--- config.mk ---
export PLATFORM = sky130hd
export DESIGN_NAME = tanh_pair_drain
export DESIGN_NICKNAME = d
export VERILOG_FILES = /design/src/rtl/tanh_pkg.sv /design/src/rtl/sync_fifo.sv /design/src/rtl/tanh_pair_drain.sv
export SDC_FILE = /design/constraint.sdc
export NUM_CORES = 1
export LEC_CHECK = 0
export BUFFER_PORTS_ARGS = -buffer_cell sky130_fd_sc_hd__buf_2
export CAP_MARGIN = 10
export CORE_MARGIN = 3
export CORE_UTILIZATION = 50
export DETAILED_ROUTE_END_ITERATION = 12
export HOLD_SLACK_MARGIN = 0.08
export PLACE_DENSITY = 0.68
export SYNTH_ARGS = -nofsm -noshare
export SYNTH_HDL_FRONTEND = slang
export SYNTH_SLANG_ARGS = --single-unit
--- constraint.sdc ---
create_clock -name clk -period 7.3 [get_ports clk]
set_clock_uncertainty 0.2 [all_clocks]
set_input_delay 1.825 -clock clk [delete_from_list [all_inputs] [get_ports clk]]
set_output_delay 1.825 -clock clk [all_outputs]
set_load 0.005 [all_outputs]
--- src/rtl/tanh_pkg.sv ---
// Shared Q5.11 constants and the lane-pair bundle
// used by the 2-lane tanh pipeline and its drain stage.
package tanh_pkg;

   localparam int DATA_W = 16;
   localparam int FRAC_W = 11;

   localparam logic [DATA_W-1:0] Q_ONE     = 16'h0800;
   localparam logic [DATA_W-1:0] Q_NEG_ONE = 16'hF800;

   typedef struct packed {
      logic [DATA_W-1:0] y1;
      logic [DATA_W-1:0] y0;
   } pair_t;

endpackage

--- src/rtl/sync_fifo.sv ---
// Single-clock FIFO with a combinational head read.
// Pointers wrap naturally because DEPTH is a power of two.
module sync_fifo #(
   parameter int WIDTH = 32,
   parameter int DEPTH = 8,
   localparam int AW = $clog2(DEPTH),
   localparam int CW = AW + 1
) (
   input  logic             clk,
   input  logic             rst,
   input  logic             push,
   input  logic             pop,
   input  logic [WIDTH-1:0] wdata,
   output logic [WIDTH-1:0] head,
   output logic [CW-1:0]    count
);

   logic [WIDTH-1:0] mem [DEPTH];
   logic [AW-1:0]    wr_ptr;
   logic [AW-1:0]    rd_ptr;

   // Storage carries no reset; count alone decides validity.
   always_ff @(posedge clk) begin
      if (push && !rst)
         mem[wr_ptr] <= wdata;
   end

   always_ff @(posedge clk) begin
      if (rst) begin
         wr_ptr <= '0;
         rd_ptr <= '0;
         count  <= '0;
      end else begin
         if (push)
            wr_ptr <= wr_ptr + AW'(1);
         if (pop)
            rd_ptr <= rd_ptr + AW'(1);
         unique case ({push, pop})
            2'b10:   count <= count + CW'(1);
            2'b01:   count <= count - CW'(1);
            default: count <= count;
         endcase
      end
   end

   assign head = mem[rd_ptr];

endmodule

--- src/rtl/tanh_pair_drain.sv ---
// Serialises (y0, y1) tanh pairs into a single-sample
// valid/ready stream, with credit and drop accounting.
module tanh_pair_drain
   import tanh_pkg::*;
#(
   parameter int DATA_W   = tanh_pkg::DATA_W,
   parameter int DEPTH    = 8,
   parameter int PIPE_LAT = 3,
   localparam int CW = $clog2(DEPTH) + 1
) (
   input  logic              clk,
   input  logic              rst,
   input  logic              in_valid,
   input  logic [DATA_W-1:0] in_y0,
   input  logic [DATA_W-1:0] in_y1,
   output logic              space_ok,
   output logic              out_valid,
   output logic [DATA_W-1:0] out_data,
   output logic              out_lane,
   input  logic              out_ready,
   output logic [CW-1:0]     level,
   output logic              overflow,
   output logic [15:0]       drop_cnt
);

   localparam logic [CW-1:0] FULL   = CW'(DEPTH);
   localparam logic [CW-1:0] CREDIT = CW'(DEPTH - (PIPE_LAT + 1));

   typedef enum logic {LANE0 = 1'b0, LANE1 = 1'b1} sel_t;

   sel_t          sel;
   pair_t         in_pair;
   pair_t         head;
   logic [CW-1:0] count;
   logic          transfer;
   logic          pop;
   logic          push;

   assign in_pair  = '{y1: in_y1, y0: in_y0};
   assign transfer = out_valid & out_ready;
   assign pop      = transfer & (sel == LANE1);
   // A full FIFO still takes a pair when its head leaves this cycle.
   assign push     = in_valid & ((count < FULL) | pop);

   sync_fifo #(
      .WIDTH($bits(pair_t)),
      .DEPTH(DEPTH)
   ) u_fifo (
      .clk  (clk),
      .rst  (rst),
      .push (push),
      .pop  (pop),
      .wdata(in_pair),
      .head (head),
      .count(count)
   );

   always_ff @(posedge clk) begin
      if (rst) begin
         sel      <= LANE0;
         overflow <= 1'b0;
         drop_cnt <= '0;
      end else begin
         if (transfer)
            sel <= (sel == LANE0) ? LANE1 : LANE0;
         if (in_valid && !push) begin
            overflow <= 1'b1;
            if (drop_cnt != 16'hFFFF)
               drop_cnt <= drop_cnt + 16'd1;
         end
      end
   end

   assign out_valid = (count != '0);
   assign out_lane  = sel;
   assign out_data  = !out_valid        ? '0 :
                      (sel == LANE1)    ? head.y1 : head.y0;
   assign level     = count;
   assign space_ok  = (count <= CREDIT);

endmodule

==> summary.md, run 1 <==
| Metric | Value |
|---|---|
| Status | `finished, final reports clean` |
| Pin count of the biggest net entering global routing | `47` |
| Max frequency | `194 MHz` |
| VDD IR-drop max | `0.154 mV` |
| Hold Crit Class | `reg2reg` |
| Number of global-route vias before repair | `6092` |
| Final RePlAce weighted congestion | `0.781` |
| Max Cap Viol | `0` |
| Chip Width | `156 microns` |
| R2r setup slk | `4.22 ns` |
| Row cnt | `54` |
| Initial drt markers | `444` |
| Resize count post-CTS | `0` |
| TritonCTS Buffers | `30` |
| Port Buf Inserts | `75` |
| EDFF count, synth | `256` |
| Final nets | `712` |
| Core area | `0.0220 sq mm` |
| Avg Cell Area, Syn | `19.4 sq um` |
| Syn Nets | `624` |
| Critical Path AT | `3.12 ns` |
| Max Root-Sink Buffers | `3` |
| Die area | `0.0245 sq mm` |
| Post-CTS setup buffer count | `0` |
| Routed vias/inst | `6.03` |
| CP Capture Type | `output pin` |
| Drt drc | `0` |
| Data required, critical path | `5.28 ns` |
| Share of layout cells above drive strength 1 | `30.8%` |
| Clk_lat worst skew | `0.54 ns` |
| Root Driver | `clkbuf_16` |
| Non-filler cells, final | `972` |
| Max_slew headroom | `32.0%` |
| Syn-to-layout area delta | `14.5%` |
| Register area | `0.00831 sq mm` |
| Initial antenna violation count | `1` |
| Cells after Synth | `582` |
| Synth Flop Type | `edfxtp_1` |
| DP Wirelength | `13100 microns` |
| WL/cell | `23.7 microns` |
| DIE HEIGHT | `156 microns` |
| Fillers | `1616` |
| Minimum clock period | `5.15 ns` |
| Yosys warns | `0` |
| Final hold violation count | `0` |
| Critical path class | `reg2out` |
| # setup viols final | `0` |
| Worst Max-Slew Pin Slew | `1.01 ns` |
| Pwr dens | `266 mW/mm^2` |
| Cell area after layout | `0.0129 sq mm` |
| Area occupied by multi-input gates | `0.00288 sq mm` |
| Asr flop ratio synth | `0%` |
| Initial core utilization | `51.3%` |
| Syn Std Cell Area | `0.0113 sq mm` |
| Clk slew on worst S/H paths | `0.06 ns` |
| H-tree depth | `1` |
| Routed Antenna Nets | `0` |
| Routed WL | `23000 microns` |
| Routed vias | `5860` |
| Critical Path Start Type | `flop` |
| RSZ-0062 raised after global routing | `no` |
| Leakage | `0.00413 uW` |
| Pins Over Slew Limit | `0` |
| Share of the yosys chip area belonging to registers | `73.5%` |
| Num ports | `76` |
| Fin crit share | `70.5%` |
| Post-Place Cell Area | `0.0120 sq mm` |
| Pre-CTS setup slack | `2.62 ns` |
| Sum of negative setup slack | `0 ns` |
| GRT Total Usage | `18.8%` |
| 1st-pass router iterations | `5` |
| FF+latch count, synth | `287` |
| Final WS setup | `2.15 ns` |
| # hold bufs at CTS | `0` |
| Global-route wire length before repair | `35100 microns` |
| # clock sinks | `287` |
| Grt total ovfl | `0` |
| Critical Path Fanout Max | `42` |
| Post-Place Cells | `918` |
| Fin Hold WS | `0.304 ns` |
| TritonCTS clock tree | `built` |
| Synth cell types | `44` |
[synth_stat cells, types with 2 or more instances]
cell type,number,area (sq um)
nand3_1,11,55.1
nor2b_1,4,25.0
or3_1,3,18.8
nand2_2,2,12.5
nand4_1,7,43.8
nand3b_1,2,15.0
nor3_1,6,30.0
nand3_2,2,20.0
o31ai_1,10,75.1
buf_1,9,33.8
xor2_1,8,70.1
mux2i_1,34,340
and4_1,2,17.5
o21ai_0,4,20.0
nor2_1,21,78.8
dfxtp_1,31,621
nor4_1,4,25.0
buf_4,3,22.5
inv_1,4,15.0
a21oi_1,15,75.1
o22ai_1,16,100
edfxtp_1,256,7690
nand2_1,12,45.0
or4_1,10,75.1
clkbuf_1,5,18.8
buf_2,11,55.1
ha_1,6,75.1
mux4_2,64,1440
buf_6,2,22.5
mux2_2,4,45.0
[through the flow]
step | util (%) | total power [uW]
3_3_place_gp | 54.6 | 2050
2_1_floorplan | - | 1980
3_5_place_dp | 54.6 | 2060
5_1_grt | 58.7 | 3570
6_report | 58.8 | 3440
4_1_cts | 58.7 | 3480
[sequential cells by signal, indices dropped and copies added, names as in the netlist, named ones only]
signal,flops
drop_cnt,16
u_fifo.count,4
out_lane,1
u_fifo.mem,256
u_fifo.rd_ptr,3
u_fifo.wr_ptr,3
overflow,1
[cells in the final DEF (no fill, tap or decap), drive strengths merged, types with 5 or more instances in the layout]
| master | synthesis | routed |
|---|---|---|
| mux4 | 64 | 64 |
| nor2 | 21 | 21 |
| or4 | 10 | 10 |
| nor3 | 6 | 6 |
| nand2 | 14 | 14 |
| clkinv | 0 | 11 |
| edfxtp | 256 | 256 |
| inv | 4 | 5 |
| o31ai | 10 | 10 |
| dfxtp | 31 | 31 |
| clkbuf | 5 | 39 |
| ha | 6 | 6 |
| nand4 | 7 | 7 |
| o22ai | 16 | 16 |
| nand3 | 13 | 13 |
| a21oi | 15 | 15 |
| buf | 25 | 86 |
| nor4 | 5 | 5 |
| xor2 | 8 | 8 |
| mux2i | 34 | 34 |
[path summary, 6_finish.rpt]
| path | startpoint | endpoint | cells past startpoint |
|---|---|---|---|
| setup reg to reg | out_lane | u_fifo.mem[2][16] | 4 |
| hold reg to reg | overflow | overflow | 2 |
| hold / removal | overflow | overflow | 2 |
| setup / recovery | flop | out_data[5] | 5 |
[layer usage]
layer	track usage (%)	wire, microns
met1	25.2	9420
met4	4.63	418
met5	0	11
met2	32.3	11800
met3	3.54	1380
[cell families after synthesis]
kind of cell | share of synthesized area [%]
AOI/OAI and AO/OA | 2.99
and+or+nand+nor | 4.59
DFF | 73.5
muxes | 16.2
buffers and inverters | 1.48
xor gates and xnor gates | 0.620
adders and majority gates | 0.664
[critical path, cell delays in order (launching register included)]
cell and delay, ns:
dfxtp_4 0.90, buf_4 0.53, mux4_2 0.56, mux2i_1 0.25, o22ai_1 0.11, buf_2 0.18
[layout make-up]
type                       count  area share, %
multi-input combinational    261           22.2
timing repair buffer          86           3.54
inverter                       4          0.116
clock inverter                14          0.899
antenna                        1         0.0193
clock buffer                  39           6.23
sequential                   287           64.2
tap                          280           2.71
[where the power goes]
part | internal (uW) | leakage [uW] | switching, uW | total [uW]
registers | 1810 | 0.00257 | 22.6 | 1840
logic | 77.4 | 0.00111 | 107 | 184
clock network | 841 | 0.000453 | 581 | 1420
Note: power is estimated with default switching activity, not from simulation.
==> run 2, diff against run 1 <==
--- a/config.mk
+++ b/config.mk
@@ -11,7 +11,7 @@
 export CORE_UTILIZATION = 50
 export DETAILED_ROUTE_END_ITERATION = 12
 export HOLD_SLACK_MARGIN = 0.08
-export PLACE_DENSITY = 0.68
+export PLACE_DENSITY = 0.71
 export SYNTH_ARGS = -nofsm -noshare
 export SYNTH_HDL_FRONTEND = slang
 export SYNTH_SLANG_ARGS = --single-unit
==> constraint.sdc (replaced) <==
create_clock -name clk -period 4.65 [get_ports clk]
set_clock_uncertainty 0.2 [all_clocks]
set_input_delay 1.1625 -clock clk [delete_from_list [all_inputs] [get_ports clk]]
set_output_delay 1.1625 -clock clk [all_outputs]
set_load 0.005 [all_outputs]
==> run 2 against run 1 <==
Net effect: routed wire length is 1.8% lower; global-route usage down 0.17 points; cell area is 0.69% higher; non-clock buffer count is 6 higher; clock power rose by 56%; combinational power is 60% higher; cell count grew 0.41%; flip-flop and latch count unchanged; critical path depth fell by 1; critical endpoint is now out_data[1].
==> summary.md, run 2 (synthesis gave the netlist of run 1 again) <==
| Metric | Value |
|---|---|
| # setup viols final | `0 (unchanged)` |
| Resize count post-CTS | `0 (unchanged)` |
| Chip Width | `156 microns (unchanged)` |
| Grt total ovfl | `0 (unchanged)` |
| Initial antenna violation count | `2 (+1)` |
| Die area | `0.0245 sq mm (unchanged)` |
| Final Power | `5390 uW (+57%)` |
| Crit path max-delay cell type | `nand2b_1` |
| Critical Path Start Type | `flop` |
| Pins Over Slew Limit | `0 (unchanged)` |
| Routed vias | `5753 (-1.8%)` |
| Port Buf Inserts | `75 (unchanged)` |
| Max reg flops | `256 (unchanged)` |
| Number of global-route vias before repair | `5976 (-1.9%)` |
| Fillers | `1607 (-0.56%)` |
| Max Cap Viol | `0 (unchanged)` |
| Final nets | `717 (+0.70%)` |
| Drt drc | `0 (unchanged)` |
| Reg with most FFs | `u_fifo.mem` |
| Pwr dens | `414 mW/mm^2 (+56%)` |
| Routed vias/inst | `5.89 (-2.2%)` |
| # clock sinks | `287 (unchanged)` |
| Flop pwr share | `53.3% (about the same)` |
| Fin crit share | `88.1%` |
| Clk_lat worst skew | `0.53 ns (about the same)` |
| Leakage | `0.00416 uW (+0.64%)` |
| Max_slew headroom | `33.0% (+1.1 points)` |
| VDD IR-drop max | `0.214 mV (+39%)` |
| Status | `finished, final reports clean` |
| Critical path class | `reg2out` |
| Max frequency | `244 MHz` |
| Combinational share of power | `5.5% (about the same)` |
| Commonest cells after routing, fill and taps aside | `edfxtp_1, buf_2, mux4_2` |
| Hold Crit Class | `reg2reg` |
| TritonCTS clock tree | `built` |
| Critical Path AT | `2.73 ns (-0.39 ns)` |
| Global-route wire length before repair | `34800 microns (-0.75%)` |
| 1st-pass router iterations | `4 (-1)` |
| DIE HEIGHT | `156 microns (unchanged)` |
| CP peak stage delay | `0.68 ns (-0.22 ns)` |
| # hold bufs at CTS | `0 (unchanged)` |
| Sw frac | `20.6% (about the same)` |
| Initial core utilization | `51.3% (unchanged)` |
| Critical Path Fanout Max | `16 (-62%)` |
| GRT Total Usage | `18.7% (-0.17 points)` |
| H-tree depth | `1 (unchanged)` |
| Core area | `0.0220 sq mm (unchanged)` |
| RSZ-0062 raised after global routing | `no` |
| Final hold violation count | `0 (unchanged)` |
| Minimum clock period | `4.10 ns` |
| Sum of negative setup slack | `0 ns (unchanged)` |
| Final WS setup | `0.555 ns (-1.60 ns)` |
| Routed Antenna Nets | `0 (unchanged)` |
| Routed WL | `22600 microns (-1.8%)` |
| Syn-to-layout area delta | `15.3%` |
| Share of layout cells above drive strength 1 | `31.5% (+0.69 points)` |
| Clock network power share | `41.2% (about the same)` |
| Crit-path cells | `or4_1 -> nand2b_1 -> o22ai_1 -> buf_2` |
| Int Pwr | `4280 uW (+57%)` |
| Commonest non-fill, non-tap cell in the layout | `edfxtp_1` |
| Pre-CTS setup slack | `1.13 ns (-1.48 ns)` |
| Max Root-Sink Buffers | `3 (unchanged)` |
| Row cnt | `54 (unchanged)` |
| Clk slew on worst S/H paths | `0.06 ns (about the same)` |
| Data required, critical path | `3.29 ns (-1.99 ns)` |
| Post-Place Cells | `924 (+0.65%)` |
| Worst Max-Slew Pin Slew | `0.996 ns (-0.0163 ns)` |
| CP Capture Type | `output pin` |
| Pin count of the biggest net entering global routing | `45 (-4.3%)` |
| TritonCTS Buffers | `29 (-3.3%)` |
| Initial drt markers | `419 (-5.6%)` |
| DP Wirelength | `13500 microns (+3.4%)` |
| Final RePlAce weighted congestion | `0.788 (+0.78%)` |
| Non-filler cells, final | `976 (+0.41%)` |
| Root Driver | `clkbuf_16` |
| Post-CTS setup buffer count | `0 (unchanged)` |
| Num ports | `76 (unchanged)` |
| WL/cell | `23.2 microns (-2.2%)` |
| Largest regs | `u_fifo.mem x256, drop_cnt x16, u_fifo.count x4` |
| P_sw | `1110 uW (+57%)` |
run 2: cell types whose count changed in the layout (fill, tap and decap cells not counted), sizes merged:
cell,previous run,this run
clkinv,11,9
clkbuf,39,35
bufinv,2,3
clkinvlp,0,3
buf,86,92
run 2: worst paths after layout:
check                                      from               to  slack (ns)  depth (start not counted)
worst max-delay path            u_fifo.count[1]      out_data[1]        0.55                          4
worst min-delay path                   overflow         overflow        0.27                          2
worst max register to register  u_fifo.count[1]  u_fifo.count[2]        1.58                         10
worst min register to register         overflow         overflow        0.27                          2
run 2: layer usage:
layer  routed length (microns)  GRT usage (%)  vias to the layer above
met2                     11100           30.7                      182
met5                        27              0                        -
met1                      9320           25.7                     2930
li1                          -              -                     2591
met3                      1490           3.68                       46
met4                       658           5.38                        4
run 2: worst max-delay path: cells and delay by family (launching register included):
family | cells | cell delay [ns]
buffers and inverters | 1 | 0.19
DFF | 1 | 0.39
and+or+nand+nor | 2 | 1.35
AOI/OAI and AO/OA | 1 | 0.28
run 2: through the flow:
step                      hold WS (ns)  area (sq um)  utilization, %
after CTS                        0.269         13000            59.1
after global routing             0.309         13000            59.1
after floorplan                  0.263         11300               -
after global placement           0.252         12100            55.0
after detailed placement         0.255         12100            55.0
final                            0.265         13000            59.2
run 2: final cells by class:
type | instances | area [sq um] | share of cell area (%)
Inverter | 4 | 15.0 | 0.115
Sequential cell | 287 | 8310 | 63.8
Tap cell | 280 | 350 | 2.69
Timing Repair Buffer | 92 | 541 | 4.15
Antenna cell | 1 | 2.50 | 0.0192
Multi-Input combinational cell | 261 | 2900 | 22.2
Clock inverter | 16 | 163 | 1.25
Clock buffer | 35 | 748 | 5.74
run 2: power groups by stage:
stage               clock network (uW)  registers [uW]  logic [uW]
detailed placement                   0            2930         298
finish                            2220            2880         295
global placement                     0            2930         288
global route                      2370            2880         324
CTS                               2270            2880         299
floorplan                            0            2920         182
